## config.mk

```make
export PLATFORM = sky130hd
export DESIGN_NAME = e203_reset_req_gen
export DESIGN_NICKNAME = d
export VERILOG_FILES = /design/src/rtl/e203_reset_pkg.sv /design/src/rtl/e203_reset_tmr.sv /design/src/rtl/e203_reset_req_gen.sv
export SDC_FILE = /design/constraint.sdc
export NUM_CORES = 1
export LEC_CHECK = 0
export ABC_AREA = 1
export BUFFER_PORTS_ARGS = -buffer_cell sky130_fd_sc_hd__buf_2
export CAP_MARGIN = 0
export CORE_MARGIN = 1.5
export CORE_UTILIZATION = 56
export CTS_BUF_LIST = sky130_fd_sc_hd__clkbuf_4 sky130_fd_sc_hd__clkbuf_8 sky130_fd_sc_hd__clkbuf_16
export DETAILED_ROUTE_END_ITERATION = 16
export GPL_TIMING_DRIVEN = 1
export PLACE_DENSITY = 0.76
export SKIP_CTS_REPAIR_TIMING = 1
export SLEW_MARGIN = 20
export SYNTH_ARGS = -nofsm -noshare
export SYNTH_HDL_FRONTEND = slang
export SYNTH_SLANG_ARGS = --single-unit
```

## constraint.sdc

```tcl
create_clock -name clk -period 1.79 [get_ports clk]
set_clock_uncertainty 0.05 [all_clocks]
set_input_delay 0.0895 -clock clk [delete_from_list [all_inputs] [get_ports clk]]
set_output_delay 0.0895 -clock clk [all_outputs]
set_load 0.01 [all_outputs]
```

## src/rtl/e203_reset_pkg.sv

```systemverilog
// Shared definitions for the reset-request generator: FSM encoding and cause-bit layout.
package e203_reset_pkg;

    localparam int unsigned CAUSE_W   = 3;
    localparam int unsigned CAUSE_SW  = 0;
    localparam int unsigned CAUSE_WDG = 1;
    localparam int unsigned CAUSE_DBG = 2;

    typedef enum logic [1:0] {
        ST_IDLE   = 2'd0,
        ST_ASSERT = 2'd1,
        ST_SETTLE = 2'd2
    } rst_state_e;

endpackage

```

## src/rtl/e203_reset_tmr.sv

```systemverilog
// Up-counter with synchronous clear and enable; flags equality with a runtime limit.
module e203_reset_tmr #(
    parameter int unsigned CNT_W = 8
) (
    input  logic             clk,
    input  logic             rst,
    input  logic             i_clr,
    input  logic             i_en,
    input  logic [CNT_W-1:0] i_limit,
    output logic             o_eq_c
);

    logic [CNT_W-1:0] r_cnt;

    always_ff @(posedge clk or posedge rst) begin
        if (rst) begin
            r_cnt <= '0;
        end else if (i_clr) begin
            r_cnt <= '0;
        end else if (i_en) begin
            r_cnt <= r_cnt + CNT_W'(1);
        end
    end

    assign o_eq_c = (r_cnt == i_limit);

endmodule

```

## src/rtl/e203_reset_req_gen.sv

```systemverilog
// Arbitrates sw/watchdog/debug reset sources into a stretched active-low reset request,
// with a settle window, sticky cause bits and a saturating episode counter.
module e203_reset_req_gen
    import e203_reset_pkg::*;
#(
    parameter int unsigned HOLD_CYCLES   = 16,
    parameter int unsigned SETTLE_CYCLES = 4,
    parameter int unsigned CNT_W         = 8
) (
    input  logic               clk,
    input  logic               rst,
    input  logic               sw_rst_req,
    input  logic               wdg_rst_req,
    input  logic               dbg_rst_req,
    input  logic               cause_clr,
    output logic               rst_req_n,
    output logic               rst_busy,
    output logic [CAUSE_W-1:0] rst_cause,
    output logic [CNT_W-1:0]   rst_count
);

    localparam logic [CNT_W-1:0] HOLD_LIM   = CNT_W'(HOLD_CYCLES - 1);
    localparam logic [CNT_W-1:0] SETTLE_LIM = CNT_W'(SETTLE_CYCLES - 1);

    rst_state_e         r_state;
    rst_state_e         w_state_nxt;
    logic [CAUSE_W-1:0] r_cause;
    logic [CAUSE_W-1:0] w_cause_nxt;
    logic [CNT_W-1:0]   r_count;
    logic [CNT_W-1:0]   w_count_nxt;
    logic               r_sw_pend;
    logic               w_sw_pend_nxt;
    logic               r_rst_req_n;
    logic               r_busy;
    logic [CAUSE_W-1:0] w_src;
    logic               w_req_any;
    logic               w_lvl_any;
    logic               w_tmr_clr;
    logic               w_tmr_en;
    logic               w_tmr_eq;
    logic [CNT_W-1:0]   w_tmr_limit;

    always_comb begin
        w_src            = '0;
        w_src[CAUSE_SW]  = sw_rst_req;
        w_src[CAUSE_WDG] = wdg_rst_req;
        w_src[CAUSE_DBG] = dbg_rst_req;
    end

    assign w_req_any = |w_src;
    assign w_lvl_any = wdg_rst_req | dbg_rst_req;

    e203_reset_tmr #(
        .CNT_W (CNT_W)
    ) u_tmr (
        .clk     (clk),
        .rst     (rst),
        .i_clr   (w_tmr_clr),
        .i_en    (w_tmr_en),
        .i_limit (w_tmr_limit),
        .o_eq_c  (w_tmr_eq)
    );

    always_ff @(posedge clk or posedge rst) begin
        if (rst) begin
            r_state     <= ST_IDLE;
            r_cause     <= '0;
            r_count     <= '0;
            r_sw_pend   <= 1'b0;
            r_rst_req_n <= 1'b1;
            r_busy      <= 1'b0;
        end else begin
            r_state     <= w_state_nxt;
            r_cause     <= w_cause_nxt;
            r_count     <= w_count_nxt;
            r_sw_pend   <= w_sw_pend_nxt;
            r_rst_req_n <= (w_state_nxt != ST_ASSERT);
            r_busy      <= (w_state_nxt != ST_IDLE);
        end
    end

    // Next-state, timer control and bookkeeping.
    always_comb begin
        w_state_nxt   = r_state;
        w_cause_nxt   = r_cause;
        w_count_nxt   = r_count;
        w_sw_pend_nxt = r_sw_pend;
        w_tmr_clr     = 1'b0;
        w_tmr_en      = 1'b0;
        w_tmr_limit   = HOLD_LIM;
        case (r_state)
            ST_IDLE: begin
                w_tmr_clr = 1'b1;
                if (w_req_any) begin
                    w_state_nxt = ST_ASSERT;
                    w_cause_nxt = w_src;
                    if (r_count != '1) begin
                        w_count_nxt = r_count + CNT_W'(1);
                    end
                end else if (cause_clr) begin
                    w_cause_nxt = '0;
                end
            end
            ST_ASSERT: begin
                w_tmr_en      = 1'b1;
                w_cause_nxt   = r_cause | w_src;
                w_sw_pend_nxt = r_sw_pend | sw_rst_req;
                if (w_tmr_eq) begin
                    // A pulse landing on the final hold cycle still earns a full extension.
                    w_tmr_clr     = 1'b1;
                    w_sw_pend_nxt = 1'b0;
                    if (!(w_lvl_any || r_sw_pend || sw_rst_req)) begin
                        w_state_nxt = ST_SETTLE;
                    end
                end
            end
            ST_SETTLE: begin
                w_tmr_en    = 1'b1;
                w_tmr_limit = SETTLE_LIM;
                if (w_req_any) begin
                    w_state_nxt = ST_ASSERT;
                    w_cause_nxt = r_cause | w_src;
                    w_tmr_clr   = 1'b1;
                end else if (w_tmr_eq) begin
                    w_state_nxt = ST_IDLE;
                    w_tmr_clr   = 1'b1;
                end
            end
            default: begin
                w_state_nxt = ST_IDLE;
                w_tmr_clr   = 1'b1;
            end
        endcase
    end

    assign rst_req_n = r_rst_req_n;
    assign rst_busy  = r_busy;
    assign rst_cause = r_cause;
    assign rst_count = r_count;

endmodule

```

==> flow_metrics.env, run 1 <==
export IMPL_whs_ns=0.02215
export IMPL_firstDrtPassIters=4
export IMPL_dieArea_um2=2745
export IMPL_clk_latency_ns=0.31
export IMPL_yosysTopAreaCell="dfrtp_1"
export IMPL_area_delta_synth_final_pct=14.74
export IMPL_end_kind="flip-flop"
export IMPL_yosysSeqAreaShare=0.4405
export IMPL_hold_path_class="primary input to flip-flop"
export IMPL_syn_area_per_cell_um2=8.181
export IMPL_die_w_um=52.40
export IMPL_p_leak_nw=0.8224
export IMPL_status="finished clean"
export IMPL_finalCritPeriodShare=0.9143
export IMPL_fin_cells=220
export IMPL_arrival_ns=1.79
export IMPL_cts_tree="done"
export IMPL_drv_slew=0
export IMPL_ys_top_cells_by_area="dfrtp_1, nand2_1, inv_1"
export IMPL_routedWlPerCell_um=11.74
export IMPL_worst_pin_slew_ns=0.3018
export IMPL_drc_errors=0
export IMPL_netlist_area_um2=1366
export IMPL_antenna_cells=0
export IMPL_place_gp_congestion=0.8846
export IMPL_layout_nets=206
export IMPL_vias=1106
export IMPL_cts_max_path_buffers=2
export IMPL_fin_ws_ns=0.1534
export IMPL_drtAntennaViolNets=0
export IMPL_grt_pass1_vias=1097
export IMPL_crit_type="flip-flop to flip-flop"
export IMPL_initial_utilization=0.6060
export IMPL_clkSinkCount=24
export IMPL_max_slew_margin=0.7988
export IMPL_grt_pass1_wl_um=4657
export IMPL_rsz0062_at_grt="false"
export IMPL_antenna_found_initial=0
export IMPL_dp_slack_ns=0.1014
export IMPL_clk_pin_slew_ns=0.13
export IMPL_numCtsBuffers=3
export IMPL_coreArea_um2=2255
export IMPL_synth_distinct_cells=24
export IMPL_ir_drop_v=0.0009618
export IMPL_synth_top_area_share=0.4212
export IMPL_power_density_nw_per_um2=1224
export IMPL_syn_nets=180
export IMPL_maxCapViolCount=0
export IMPL_grt_overflow=0
export IMPL_dp_hpwl_um=2026
export IMPL_via_per_inst=5.027
export IMPL_cts_root_buf="clkbuf_4"
export IMPL_grt_max_degree=25
export IMPL_hold_viol_final=0
export IMPL_fmax_mhz=611.0
export IMPL_placed_cells=214
export IMPL_die_y_um=52.40
export IMPL_wirelength_um=2582
export IMPL_ys_ff_latch=24
export IMPL_fin_crit_ns=1.637
export IMPL_fin_setup_tns_ns=0
export IMPL_post_route_cells_drive_above_1_share=0.2448
export IMPL_synth_cells=167
export IMPL_rows=17
export IMPL_cp_max_fo=4
export IMPL_finalSetupViolCount=0
export IMPL_crit_required_ns=1.94
export IMPL_synth_warnings=0
export IMPL_io_pins=19
export IMPL_first_iter_violations=16
export IMPL_port_buffers=18
export IMPL_htreeDepth=1
export IMPL_p_total_w=0.001918
export IMPL_globalRouteTotalUtil=0.2305
export IMPL_start_kind="flip-flop"
through the flow:
| step | cell area (um2) | util |
|---|---|---|
| finish | 1568 | 0.6953 |
| detailed placement | 1499 | 0.6648 |
| CTS | 1535 | 0.6809 |
| global placement | 1499 | 0.6648 |
| global route | 1568 | 0.6953 |
| floorplan | 1366 | - |
per-layer routing:
| metal | GRT usage | share of wire |
|---|---|---|
| met5 | 0 | 0 |
| met3 | 0.04286 | 0.030 |
| met4 | 0.09829 | 0.014 |
| met1 | 0.2779 | 0.44 |
| met2 | 0.3979 | 0.51 |
final cells by class:
cell class / count / area, um2
well taps: 28 / 35.03
clock buffers: 4 / 36.28
repair buffers: 21 / 117.6
multi-input cells: 110 / 653.1
inverters: 33 / 123.9
flip-flops and latches: 24 / 601.8
fillers: 197 / 686.9
cells in the mapped netlist:
cell type / instances
nor3_1: 1
or2_2: 1
nor2_4: 2
a21boi_0: 1
nand3_1: 8
inv_1: 31
o21bai_1: 1
nand2_2: 3
o21ai_1: 1
nand2_1: 43
nand4_1: 2
ha_1: 7
dfstp_2: 1
inv_2: 2
nor3_2: 4
nor2_1: 10
nand3_2: 3
nor2_2: 4
a21oi_2: 1
dfrtp_1: 23
a21oi_1: 2
xor2_1: 6
o21ai_0: 9
nand3_4: 1
cells by family (layout without fill, tap and decap cells):
| kind of cell | Yosys count | after routing | share of synthesized area |
|---|---|---|---|
| buffers and inverters | 33 | 58 | 0.09066 |
| adder cells (fa/ha/maj) | 7 | 7 | 0.06410 |
| AND/OR/NAND/NOR | 82 | 82 | 0.3049 |
| AO/OA/AOI/OAI | 15 | 15 | 0.06136 |
| flip-flops | 24 | 24 | 0.4405 |
| XOR/XNOR | 6 | 6 | 0.03846 |
report_power, final:
| part | internal [W] | switching, W | leakage (nW) |
|---|---|---|---|
| Combinational | 0.000292 | 0.000488 | 0.503 |
| Clock | 0.000124 | 0.000161 | 0.0210 |
| Sequential | 0.000707 | 0.000147 | 0.298 |
| Total | 0.00112 | 0.000796 | 0.822 |
registers in the layout (all words and copies together), names as in the netlist:
register	cells
rst_cause	3
rst_busy	1
u_tmr.r_cnt	8
rst_req_n	1
r_state	2
r_sw_pend	1
rst_count	8
final timing paths:
path                                       startpoint                    endpoint  slack (ns)  cells past startpoint
max in group asynchronous                         rst         rst_req_n$_DFF_PP1_        1.10                      4
hold reg to reg            u_tmr.r_cnt[0]$_DFFE_PP0P_  u_tmr.r_cnt[0]$_DFFE_PP0P_        0.44                      1
setup / recovery                 r_state[1]$_DFF_PP0_    rst_cause[0]$_DFFE_PP0P_        0.15                      8
min in group asynchronous                         rst  u_tmr.r_cnt[2]$_DFFE_PP0P_        0.30                      4
setup reg to reg                 r_state[1]$_DFF_PP0_    rst_cause[0]$_DFFE_PP0P_        0.15                      8
hold / removal                            wdg_rst_req    rst_cause[1]$_DFFE_PP0P_        0.02                      3
worst max-delay path, stage by stage (launching register included):
cell and delay, ns:
dfrtp_1 0.46, inv_1 0.12, ha_1 0.25, inv_1 0.09, o21ai_0 0.08, nand2_1 0.08, nand2_1 0.08, o21ai_0 0.19
o21ai_0 0.12
cell usage in the layout, fill, tap and decap left out, drive strengths merged:
cell type and n:
nand2 46, inv 33, dfrtp 23, buf 19, nor2 16, nand3 12, o21ai 10, ha 7
xor2 6, nor3 5, clkbuf 4, a21oi 3, nand4 2, dlygate4sd3 2, or2 1, o21bai 1
a21boi 1, dfstp 1
(Power assumes the default switching activity.)
==> run 2, diff against run 1 <==
- ABC_AREA: 1 -> default
- SYNTH_HIERARCHICAL: default -> 1
==> run 2 against run 1 <==
  * The flow now finishes with violations (setup timing)
  * Largest power group is now combinational cells
  * Sequential power is 2.6% lower
  * Power is 12% higher
  * Wire length is 8.8% higher
  * Synthesized area is 2.6% lower
  * Die area is 2.4% lower
  * Worst hold slack worse by 0.019 ns
  * Synthesized cell count is 19% lower
  * Via count is 3.3% higher
  * Global-route usage is 1.4 points higher
  * Maximum frequency is 25% lower
==> flow_metrics.env, run 2 <==
export IMPL_hold_path_class="primary input to flip-flop"
export IMPL_initial_utilization=0.5961
export IMPL_numCtsBuffers=3
export IMPL_pwr_share_clk=0.122
export IMPL_clk_pin_slew_ns=0.13
export IMPL_die_w_um=51.76
export IMPL_rows=17
export IMPL_netSwitchingFraction=0.3889
export IMPL_area_delta_synth_final_pct=29.98
export IMPL_synthTopCellsByCount="dfrtp_1, nor2_1, inv_1, xnor2_1"
export IMPL_layout_common_cells="dfrtp_1, buf_4, buf_2"
export IMPL_firstDrtPassIters=4
export IMPL_synth_top_area_share=0.4323
export IMPL_globalRouteTotalUtil=0.2449
export IMPL_rsz0062_at_grt="true"
export IMPL_synth_edf_count=0
export IMPL_hold_viol_final=0
export IMPL_seq_area_um2=601.8
export IMPL_power_share_sequential=0.388
export IMPL_n_fill_cell=155
export IMPL_path_cells="inv_2, ha_4, inv_4, xnor2_2, nand4_1, nor2_2, nor2_1, o21ai_1, buf_4, o2111ai_4, or3_1, a21oi_1"
export IMPL_antenna_cells=0
export IMPL_final_common_cell="dfrtp_1"
export IMPL_io_pins=19
export IMPL_maxCapViolCount=0
export IMPL_synth_ff_type="dfrtp_1"
export IMPL_yosysSeqAreaShare=0.4521
export IMPL_syn_area_per_cell_um2=9.861
export IMPL_cp_max_fo=5
export IMPL_power_switching_w=0.0008337
export IMPL_netlist_area_um2=1331
export IMPL_p_leak_nw=0.8220
export IMPL_multi_input_area_um2=747.0
export IMPL_slowest_stage="dfrtp_1"
export IMPL_synth_most_common_cell="dfrtp_1"
export IMPL_drc_errors=0
export IMPL_cts_tree="done"
export IMPL_ys_top_cells_by_area="dfrtp_1, xnor2_1, ha_1"
export IMPL_drv_slew=0
export IMPL_vias=1143
export IMPL_clkSinkCount=24
export IMPL_async_flop_share=1.000
export IMPL_cts_max_path_buffers=2
export IMPL_p_total_w=0.002144
export IMPL_grt_max_degree=17
export IMPL_place_gp_congestion=0.8001
export IMPL_synth_distinct_cells=32
export IMPL_placed_cells=202
export IMPL_arrival_ns=2.38
export IMPL_intPower_w=0.001310
export IMPL_violations="setup timing"
export IMPL_fmax_mhz=459.7
export IMPL_grt_overflow=0
export IMPL_clk_latency_ns=0.31
export IMPL_combPwrFrac=0.490
export IMPL_drtAntennaViolNets=0
export IMPL_synth_cells=135
export IMPL_status="finished with violations"
export IMPL_via_per_inst=5.469
export IMPL_start_kind="flip-flop"
export IMPL_yosysTopAreaCell="dfrtp_1"
export IMPL_htreeDepth=1
export IMPL_first_iter_violations=28
export IMPL_ir_drop_v=0.001057
export IMPL_fin_crit_ns=2.175
export IMPL_synth_warnings=6
export IMPL_finalCritPeriodShare=1.215
export IMPL_wirelength_um=2809
export IMPL_fin_cells=209
export IMPL_grt_pass1_vias=1087
export IMPL_dp_hpwl_um=2086
export IMPL_power_density_nw_per_um2=1239
export IMPL_finalSetupViolCount=12
export IMPL_coreArea_um2=2233
export IMPL_max_slew_margin=0.5764
export IMPL_dieArea_um2=2679
export IMPL_routedWlPerCell_um=13.44
export IMPL_port_buffers=18
export IMPL_fin_ws_ns=-0.3853
export IMPL_post_route_cells_drive_above_1_share=0.3315
export IMPL_crit_type="flip-flop to flip-flop"
export IMPL_antenna_found_initial=0
export IMPL_layout_nets=195
export IMPL_end_kind="flip-flop"
export IMPL_die_y_um=51.76
export IMPL_crit_required_ns=2.00
export IMPL_ys_ff_latch=24
export IMPL_final_util=0.7748
export IMPL_grt_pass1_wl_um=4823
export IMPL_max_stage_delay_ns=0.41
export IMPL_worst_pin_slew_ns=0.6347
export IMPL_cts_root_buf="clkbuf_4"
## run 2: cell types whose count changed after synthesis, moves of 4 or more
cell / previous run / this run
nand2_1: 43 / 6
inv_1: 31 / 12
xnor2_1: 0 / 11
a21oi_1: 2 / 8
nand4_1: 2 / 8
nand3_1: 8 / 4
nor2_2: 4 / 0
## run 2: power groups by stage
stage	sequential [W]	clock, W	combinational [W]
after floorplan	0.000913	0	0.000496
after global placement	0.000829	0	0.000910
after detailed placement	0.000838	0	0.000946
after CTS	0.000830	0.000269	0.000951
after global routing	0.000856	0.000287	0.00115
final	0.000831	0.000262	0.00105
## run 2: cell families (layout without fill, tap and decap cells)
family | count (synthesis) | in the layout | share of synthesized area
DFF | 24 | 24 | 0.4521
xor gates and xnor gates | 19 | 19 | 0.1250
muxes | 2 | 2 | 0.01598
buffers and inverters | 15 | 57 | 0.04698
AOI/OAI and AO/OA | 24 | 24 | 0.1259
and+or+nand+nor | 42 | 42 | 0.1626
other | 2 | 6 | 0.005641
adders and majority gates | 7 | 7 | 0.06579
## run 2: layer usage
| layer | global-route usage | part of all wire |
|---|---|---|
| met1 | 0.3145 | 0.42 |
| met2 | 0.4124 | 0.53 |
| met3 | 0.03448 | 0.035 |
| met4 | 0.1053 | 0.013 |
| met5 | 0 | 0 |
## run 2: through the flow
| step | hold WS, ns | setup slack (ns) | TNS (ns) | area, um2 |
|---|---|---|---|---|
| after floorplan | -0.1448 | -0.3735 | -0.9228 | 1373 |
| after global placement | 0.009882 | -0.2308 | -0.7066 | 1630 |
| after CTS | -0.3465 | -0.3911 | -1.837 | 1660 |
| after global routing | 0.003154 | -0.5148 | -3.428 | 1730 |
| after detailed placement | 0.01108 | -0.3699 | -1.583 | 1630 |
| final | 0.002759 | -0.3853 | -2.126 | 1730 |
## run 2: worst paths after layout
| kind | start | cells past startpoint | slack, ns | end |
|---|---|---|---|---|
| max | r_state[0]$_DFF_PP0_ | 12 | -0.39 | u_tmr/r_cnt[5]$_DFFE_PP0P_ |
| min | dbg_rst_req | 2 | 0.003 | rst_cause[2]$_DFFE_PP0P_ |
| max reg2reg | r_state[0]$_DFF_PP0_ | 12 | -0.39 | u_tmr/r_cnt[5]$_DFFE_PP0P_ |
| min reg2reg | rst_count[7]$_DFFE_PP0P_ | 1 | 0.45 | rst_count[7]$_DFFE_PP0P_ |
| max in group asynchronous | rst | 3 | 0.93 | rst_count[7]$_DFFE_PP0P_ |
| min in group asynchronous | rst | 3 | 0.21 | u_tmr/r_cnt[5]$_DFFE_PP0P_ |
## run 2: worst max-delay path: cells and delay by family (launching register included)
family,cells,cell delay [ns]
buffers and inverters,3,0.28
adder cells (fa/ha/maj),1,0.15
XOR/XNOR,1,0.11
AO/OA/AOI/OAI,3,0.39
flip-flops,1,0.41
AND/OR/NAND/NOR,4,0.72
## run 2: cell type report
| type | count | share of cell area |
|---|---|---|
| multi-input cells | 100 | 0.4317 |
| flip-flops and latches | 24 | 0.3478 |
| repair buffers | 41 | 0.1555 |
| inverters | 12 | 0.02748 |
| well taps | 28 | 0.02025 |
| clock buffers | 4 | 0.01735 |
